[src/rtl/col_readout_arbiter_if.sv]
// Bus bundle between the column readout arbiter (slave side) and the pixel
// columns / global readout consumer (master side).
interface col_readout_arbiter_if #(
  parameter int NUM_COLS    = 16,
  parameter int DATA_WIDTH  = 46,
  parameter int COLID_WIDTH = 4,
  parameter int SUM_WIDTH   = 7
);
  logic                              readEn;
  logic [NUM_COLS-1:0]               colHitChain;
  logic [NUM_COLS*DATA_WIDTH-1:0]    colDataChain;
  logic [NUM_COLS-1:0]               colReadChain;
  logic [NUM_COLS*4-1:0]             trigHitsColumn;
  logic [SUM_WIDTH-1:0]              trigHitsSum;
  logic [COLID_WIDTH+DATA_WIDTH-1:0] dout;
  logic                              doutValid;
  logic                              doutReady;
  logic                              fifoFull;

  modport slave (
    input  readEn, colHitChain, colDataChain, trigHitsColumn, doutReady,
    output colReadChain, trigHitsSum, dout, doutValid, fifoFull
  );

  modport master (
    output readEn, colHitChain, colDataChain, trigHitsColumn, doutReady,
    input  colReadChain, trigHitsSum, dout, doutValid, fifoFull
  );
endinterface

[src/rtl/col_readout_arbiter.sv]
// Round-robin column readout arbiter feeding a first-word-fall-through FIFO of
// {colID, data} words. Define TRIG_SUM_EN to build the trigger-hit popcount.
module col_readout_arbiter #(
  parameter int NUM_COLS    = 16,
  parameter int DATA_WIDTH  = 46,
  parameter int COLID_WIDTH = 4,
  parameter int FIFO_DEPTH  = 8,
  parameter int SUM_WIDTH   = 7
) (
  input  logic                 clkRO,
  input  logic                 rstn,
  col_readout_arbiter_if.slave bus
);
  localparam int WORD_W = COLID_WIDTH + DATA_WIDTH;
  localparam int AW     = $clog2(FIFO_DEPTH);

  localparam logic [1:0] IDLE   = 2'd0;
  localparam logic [1:0] READ   = 2'd1;
  localparam logic [1:0] SETTLE = 2'd2;

  logic [1:0]             state;
  logic [COLID_WIDTH-1:0] rr_ptr;
  logic [COLID_WIDTH-1:0] gnt_q;
  logic [COLID_WIDTH-1:0] gnt_idx;
  logic [COLID_WIDTH:0]   gnt_off;
  logic [COLID_WIDTH:0]   gnt_sum;
  logic                   gnt_found;
  logic [NUM_COLS-1:0]    rot;
  logic [NUM_COLS-1:0]    read_q;
  logic [DATA_WIDTH-1:0]  rd_data;

  logic [WORD_W-1:0]      mem [FIFO_DEPTH];
  logic [AW-1:0]          wr_ptr;
  logic [AW-1:0]          rd_ptr;
  logic [AW:0]            count;
  logic [AW:0]            left;
  logic [WORD_W-1:0]      dout_q;
  logic [WORD_W-1:0]      dout_nxt;
  logic [WORD_W-1:0]      wdata;
  logic                   push;
  logic                   pop;
  logic                   room;
  logic                   grant;

  // Rotate hits so the round-robin pointer sits at bit 0; lowest set bit wins.
  assign rot = NUM_COLS'({bus.colHitChain, bus.colHitChain} >> rr_ptr);

  always_comb begin
    gnt_found = 1'b0;
    gnt_off   = '0;
    for (int i = NUM_COLS-1; i >= 0; i--) begin
      if (rot[i]) begin
        gnt_found = 1'b1;
        gnt_off   = (COLID_WIDTH+1)'(i);
      end
    end
  end

  assign gnt_sum = {1'b0, rr_ptr} + gnt_off;
  assign gnt_idx = (gnt_sum >= (COLID_WIDTH+1)'(NUM_COLS))
                 ? COLID_WIDTH'(gnt_sum - (COLID_WIDTH+1)'(NUM_COLS))
                 : gnt_sum[COLID_WIDTH-1:0];

  // A pop in the same cycle frees the slot the next grant will fill.
  assign pop   = (count != '0) && bus.doutReady;
  assign room  = (count != (AW+1)'(FIFO_DEPTH)) || pop;
  assign grant = (state == IDLE) && bus.readEn && gnt_found && room;
  assign push  = (state == READ);

  always_comb begin
    rd_data = '0;
    for (int c = 0; c < NUM_COLS; c++) begin
      if (gnt_q == COLID_WIDTH'(c)) rd_data = bus.colDataChain[c*DATA_WIDTH +: DATA_WIDTH];
    end
  end

  assign wdata = {gnt_q, rd_data};

  always_ff @(posedge clkRO) begin
    if (!rstn) begin
      state  <= IDLE;
      rr_ptr <= '0;
      gnt_q  <= '0;
      read_q <= '0;
    end else begin
      case (state)
        IDLE: begin
          if (grant) begin
            state  <= READ;
            gnt_q  <= gnt_idx;
            read_q <= NUM_COLS'(1) << gnt_idx;
          end
        end
        READ: begin
          state  <= SETTLE;
          read_q <= '0;
          rr_ptr <= (gnt_q == COLID_WIDTH'(NUM_COLS-1)) ? '0 : gnt_q + 1'b1;
        end
        SETTLE:  state <= IDLE;
        default: state <= IDLE;
      endcase
    end
  end

  always_ff @(posedge clkRO) begin
    if (rstn && push) mem[wr_ptr] <= wdata;
  end

  // dout is registered so it can hold the last word once the FIFO drains.
  always_comb begin
    left     = count - (AW+1)'(pop);
    dout_nxt = dout_q;
    if (left != '0)  dout_nxt = mem[rd_ptr + AW'(pop)];
    else if (push)   dout_nxt = wdata;
  end

  always_ff @(posedge clkRO) begin
    if (!rstn) begin
      wr_ptr <= '0;
      rd_ptr <= '0;
      count  <= '0;
      dout_q <= '0;
    end else begin
      if (push) wr_ptr <= wr_ptr + 1'b1;
      if (pop)  rd_ptr <= rd_ptr + 1'b1;
      case ({push, pop})
        2'b10:   count <= count + 1'b1;
        2'b01:   count <= count - 1'b1;
        default: count <= count;
      endcase
      dout_q <= dout_nxt;
    end
  end

  assign bus.colReadChain = read_q;
  assign bus.dout         = dout_q;
  assign bus.doutValid    = (count != '0);
  assign bus.fifoFull     = (count == (AW+1)'(FIFO_DEPTH));

`ifdef TRIG_SUM_EN
  logic [NUM_COLS-1:0][2:0] col_cnt;
  logic [SUM_WIDTH-1:0]     trig_cnt;
  logic [SUM_WIDTH-1:0]     sum_q;

  for (genvar c = 0; c < NUM_COLS; c++) begin : g_col_cnt
    assign col_cnt[c] = 3'(bus.trigHitsColumn[4*c])   + 3'(bus.trigHitsColumn[4*c+1])
                      + 3'(bus.trigHitsColumn[4*c+2]) + 3'(bus.trigHitsColumn[4*c+3]);
  end

  always_comb begin
    trig_cnt = '0;
    for (int c = 0; c < NUM_COLS; c++) trig_cnt = trig_cnt + SUM_WIDTH'(col_cnt[c]);
  end

  always_ff @(posedge clkRO) begin
    if (!rstn) sum_q <= '0;
    else       sum_q <= trig_cnt;
  end

  assign bus.trigHitsSum = sum_q;
`else
  logic unused_trig;
  assign unused_trig     = ^bus.trigHitsColumn;
  assign bus.trigHitsSum = '0;
`endif
endmodule

[src/flat_wrapper.sv]
// flat-port wrapper written by rule: the top's interface ports become plain ports
module col_readout_arbiter_flat 
#(
  parameter int NUM_COLS    = 16,
  parameter int DATA_WIDTH  = 46,
  parameter int COLID_WIDTH = 4,
  parameter int FIFO_DEPTH  = 8,
  parameter int SUM_WIDTH   = 7
)
  (clkRO, rstn, bus_readEn, bus_colHitChain, bus_colDataChain, bus_trigHitsColumn, bus_doutReady, bus_colReadChain, bus_trigHitsSum, bus_dout, bus_doutValid, bus_fifoFull);
  col_readout_arbiter_if #(.NUM_COLS(NUM_COLS), .DATA_WIDTH(DATA_WIDTH), .COLID_WIDTH(COLID_WIDTH), .SUM_WIDTH(SUM_WIDTH)) bus_i ();
  input  logic clkRO;
  input  logic rstn;
  input wire logic [$bits(bus_i.readEn)-1:0] bus_readEn;
  input wire logic [$bits(bus_i.colHitChain)-1:0] bus_colHitChain;
  input wire logic [$bits(bus_i.colDataChain)-1:0] bus_colDataChain;
  input wire logic [$bits(bus_i.trigHitsColumn)-1:0] bus_trigHitsColumn;
  input wire logic [$bits(bus_i.doutReady)-1:0] bus_doutReady;
  output wire logic [$bits(bus_i.colReadChain)-1:0] bus_colReadChain;
  output wire logic [$bits(bus_i.trigHitsSum)-1:0] bus_trigHitsSum;
  output wire logic [$bits(bus_i.dout)-1:0] bus_dout;
  output wire logic [$bits(bus_i.doutValid)-1:0] bus_doutValid;
  output wire logic [$bits(bus_i.fifoFull)-1:0] bus_fifoFull;
  assign bus_i.readEn = bus_readEn;
  assign bus_i.colHitChain = bus_colHitChain;
  assign bus_i.colDataChain = bus_colDataChain;
  assign bus_i.trigHitsColumn = bus_trigHitsColumn;
  assign bus_i.doutReady = bus_doutReady;
  assign bus_colReadChain = bus_i.colReadChain;
  assign bus_trigHitsSum = bus_i.trigHitsSum;
  assign bus_dout = bus_i.dout;
  assign bus_doutValid = bus_i.doutValid;
  assign bus_fifoFull = bus_i.fifoFull;
  col_readout_arbiter #(.NUM_COLS(NUM_COLS), .DATA_WIDTH(DATA_WIDTH), .COLID_WIDTH(COLID_WIDTH), .FIFO_DEPTH(FIFO_DEPTH), .SUM_WIDTH(SUM_WIDTH)) u_core (.clkRO(clkRO), .rstn(rstn), .bus(bus_i));
endmodule
[config.mk]
export PLATFORM = sky130hd
export DESIGN_NAME = col_readout_arbiter_flat
export DESIGN_NICKNAME = d
export VERILOG_FILES = /design/src/rtl/col_readout_arbiter_if.sv /design/src/rtl/col_readout_arbiter.sv /design/src/flat_wrapper.sv
export SDC_FILE = /design/constraint.sdc
export NUM_CORES = 1
export LEC_CHECK = 0
export ABC_CLOCK_PERIOD_IN_PS = 5000
export CORE_AREA = 2 2 344 346
export DETAILED_ROUTE_END_ITERATION = 7
export DIE_AREA = 0 0 346 348
export GPL_TIMING_DRIVEN = 0
export PLACE_DENSITY = 0.6
export RECOVER_POWER = 100
export SLEW_MARGIN = 0
export SYNTH_ARGS = -nofsm -noshare
export SYNTH_HDL_FRONTEND = slang
export SYNTH_SLANG_ARGS = --single-unit
[constraint.sdc]
create_clock -name clkRO -period 5 [get_ports clkRO]
set_clock_uncertainty 0.2 [all_clocks]
set_input_delay 0.5 -clock clkRO [delete_from_list [all_inputs] [get_ports clkRO]]
set_output_delay 0.5 -clock clkRO [all_outputs]
set_load 0.01 [all_outputs]
==> impl_metrics.json <==
{
  "fillCellCount": 11880,
  "cts_made_buffers": 46,
  "end_kind": "flip-flop",
  "synth_area_per_cell_um2": 11.53,
  "fin_crit_sh": 0.9913,
  "final_common_cell": "clkdlybuf4s50_1",
  "ant_nets": 0,
  "chipWidth_um": 346,
  "yosysTopAreaCellShare": 0.4463,
  "yosysSeqAreaShare": 0.5102,
  "htreeDepth": 2,
  "grt_setup_unrepaired": "no",
  "synth_largest_area_cell": "edfxtp_1",
  "start_util": 0.2301,
  "worstPathRequired_ns": 5.34,
  "maxCapViolCount": 12,
  "synth-main-ff-cell": "edfxtp_1",
  "final_cell_mix": "clkdlybuf4s50_1, edfxtp_1, nand2_1",
  "drtIter0Drc": 2482,
  "clock_latency_ns": 0.60,
  "critPathMaxFanout": 14,
  "async_reset_ff_frac": 0,
  "core_area_um2": 117000,
  "r2r_cells": 9,
  "first_global_vias": 26210,
  "rrSetupSlack_ns": 0.04,
  "gp_congestion": 0.9771,
  "synthTopCellsByArea": "edfxtp_1, mux4_2, dfxtp_1, nand2_1, a221o_1",
  "clk_pin_slew_ns": 0.06,
  "drive_gt1_frac": 0.1003,
  "floorplan.die_area_um2": 120400,
  "ir_worst_vdd_mv": 0.2711,
  "firstDrtPassIters": 5,
  "dp_hpwl_um": 126000,
  "cts_tree": "built",
  "yosysWarnings": 0,
  "slew_violations": 278,
  "leakage_nw": 12.92,
  "syn_area_um2": 26920,
  "wl_per_cell_um": 32.24,
  "postPlaceCellArea_um2": 37820,
  "drc": 0,
  "postSynthCellCount": 2335,
  "routed-via-count": 26080,
  "crit_type": "flip-flop to flip-flop",
  "clkSinkCount": 486,
  "fin_nets": 4088,
  "portBuffers": 823,
  "io_pins": 895,
  "tightest_slew_ns": 1.891,
  "max_freq_ghz": 0.2018,
  "ys_types": 69,
  "critPathLaunchType": "flip-flop",
  "finalSetupViolations": 0,
  "die_y_um": 348,
  "grt_overflow_total": 0,
  "holdPathStages": 1,
  "synth-edff-count": 400,
  "slew_headroom": -0.2608,
  "rows": 126,
  "grt_use_total": 0.2475,
  "antenna_found_initial": 41,
  "status": "finished with violations",
  "grt_pass1_wl_um": 210000,
  "fin_crit_ns": 4.957,
  "setup_tns_ns": 0,
  "power_density_nw_per_um2": 398.5,
  "arrival_ns": 5.29,
  "violations": "max-capacitance violations, max-slew violations",
  "hold_path.class": "flip-flop to flip-flop",
  "post_drt_via_cell_ratio": 5.374,
  "totalWireLength_um": 156400,
  "fin_area_um2": 39220,
  "p_total_mw": 15.63,
  "areaGrowthSynthToFinish_pct": 45.70,
  "root_buffer": "clkbuf_16",
  "ctsLongestPathBuffers": 3,
  "hold_violations": 0,
  "grt_max_degree": 25,
  "ys_ff_latch": 486
}
==> per-layer routing <==
metal  routed length, um  GRT usage
met5                  74          0
met4                6779     0.1112
met3               12950    0.05724
met2               75430     0.4165
met1               61210     0.3014
==> logic make-up after synthesis <==
family | share of synthesized area
flip-flops | 0.5102
AND/OR/NAND/NOR | 0.08660
other | 0.0001393
XOR/XNOR | 0.005207
buffers and inverters | 0.03640
AO/OA/AOI/OAI | 0.2463
adder cells (fa/ha/maj) | 0.008460
multiplexers | 0.1066
==> Yosys cell counts (48+ instances only) <==
| cell type | number |
|---|---|
| a21oi_1 | 125 |
| a221o_1 | 86 |
| a221oi_1 | 93 |
| a22o_1 | 48 |
| a31oi_1 | 87 |
| clkbuf_1 | 184 |
| dfxtp_1 | 86 |
| edfxtp_1 | 400 |
| mux4_2 | 105 |
| nand2_1 | 249 |
| nand2b_1 | 48 |
| nor2_1 | 169 |
| o21ai_0 | 112 |
| o221ai_1 | 48 |
| o22ai_1 | 88 |
==> cell type report <==
class | instances | area [um^2] | share of cell area
flip-flops and latches | 486 | 13730 | 0.3502
multi-input cells | 1611 | 12370 | 0.3155
repair buffers | 864 | 8511 | 0.2170
well taps | 1536 | 1922 | 0.04901
clock buffers | 62 | 1291 | 0.03293
plain buffers | 223 | 932.1 | 0.02377
clock inverters | 24 | 307.8 | 0.007849
inverters | 19 | 75.07 | 0.001914
diodes | 28 | 70.07 | 0.001787
==> worst paths after layout <==
check / startpoint / end
worst max-delay path: u_core.gnt_q[0] / u_core.bus.dout[30]
worst min-delay path: u_core.bus.colReadChain[12] / u_core.bus.colReadChain[12]
worst max register to register: u_core.gnt_q[0] / u_core.bus.dout[30]
worst min register to register: u_core.bus.colReadChain[12] / u_core.bus.colReadChain[12]
==> worst max-delay path: stages, from the launching register on <==
cell and delay [ns]:
dfxtp_1 0.48, ha_1 0.30, clkbuf_1 0.24, nor3_1 0.98
clkbuf_1 0.47, a31oi_1 0.30, o21ai_0 0.95, a221oi_1 0.22
o21ai_2 0.51, a221o_1 0.22
==> state kept, by name, indices dropped and copies added, names as in the netlist <==
| register | count |
|---|---|
| u_core.rr_ptr | 4 |
| u_core.mem | 400 |
| u_core.bus.colReadChain | 16 |
| u_core.rd_ptr | 3 |
| u_core.state | 2 |
| u_core.count | 4 |
| u_core.bus.dout | 50 |
| u_core.gnt_q | 4 |
| u_core.wr_ptr | 3 |
==> power breakdown <==
group,internal (mW),switching (mW)
registers,5.00,0.125
clock network,2.10,1.57
logic,2.83,3.99
total,9.94,5.69
==> what timing repair did <==
action | in CTS | in global routing
buffers inserted | 0 | 1
pin swaps | 0 | 1
setup endpoints to repair | 414 | 267
hold buffers | 0 | 0
gates resized for setup | 73 | 39
==> stage by stage <==
step / hold WS (ns) / worst slack (ns) / util / instances
3_5_place_dp: 0.2581 / -1.506 / 0.3233 / 4740
5_1_grt: 0.2918 / 0.002528 / 0.3351 / 4847
2_1_floorplan: 0.2573 / 1.025 / - / 2341
3_3_place_gp: 0.2529 / -2.642 / 0.3172 / 4700
6_report: 0.2683 / 0.04346 / 0.3352 / 4853
4_1_cts: 0.2778 / 0.001518 / 0.3378 / 4824
No activity file was read; power rests on OpenSTA's default activity.
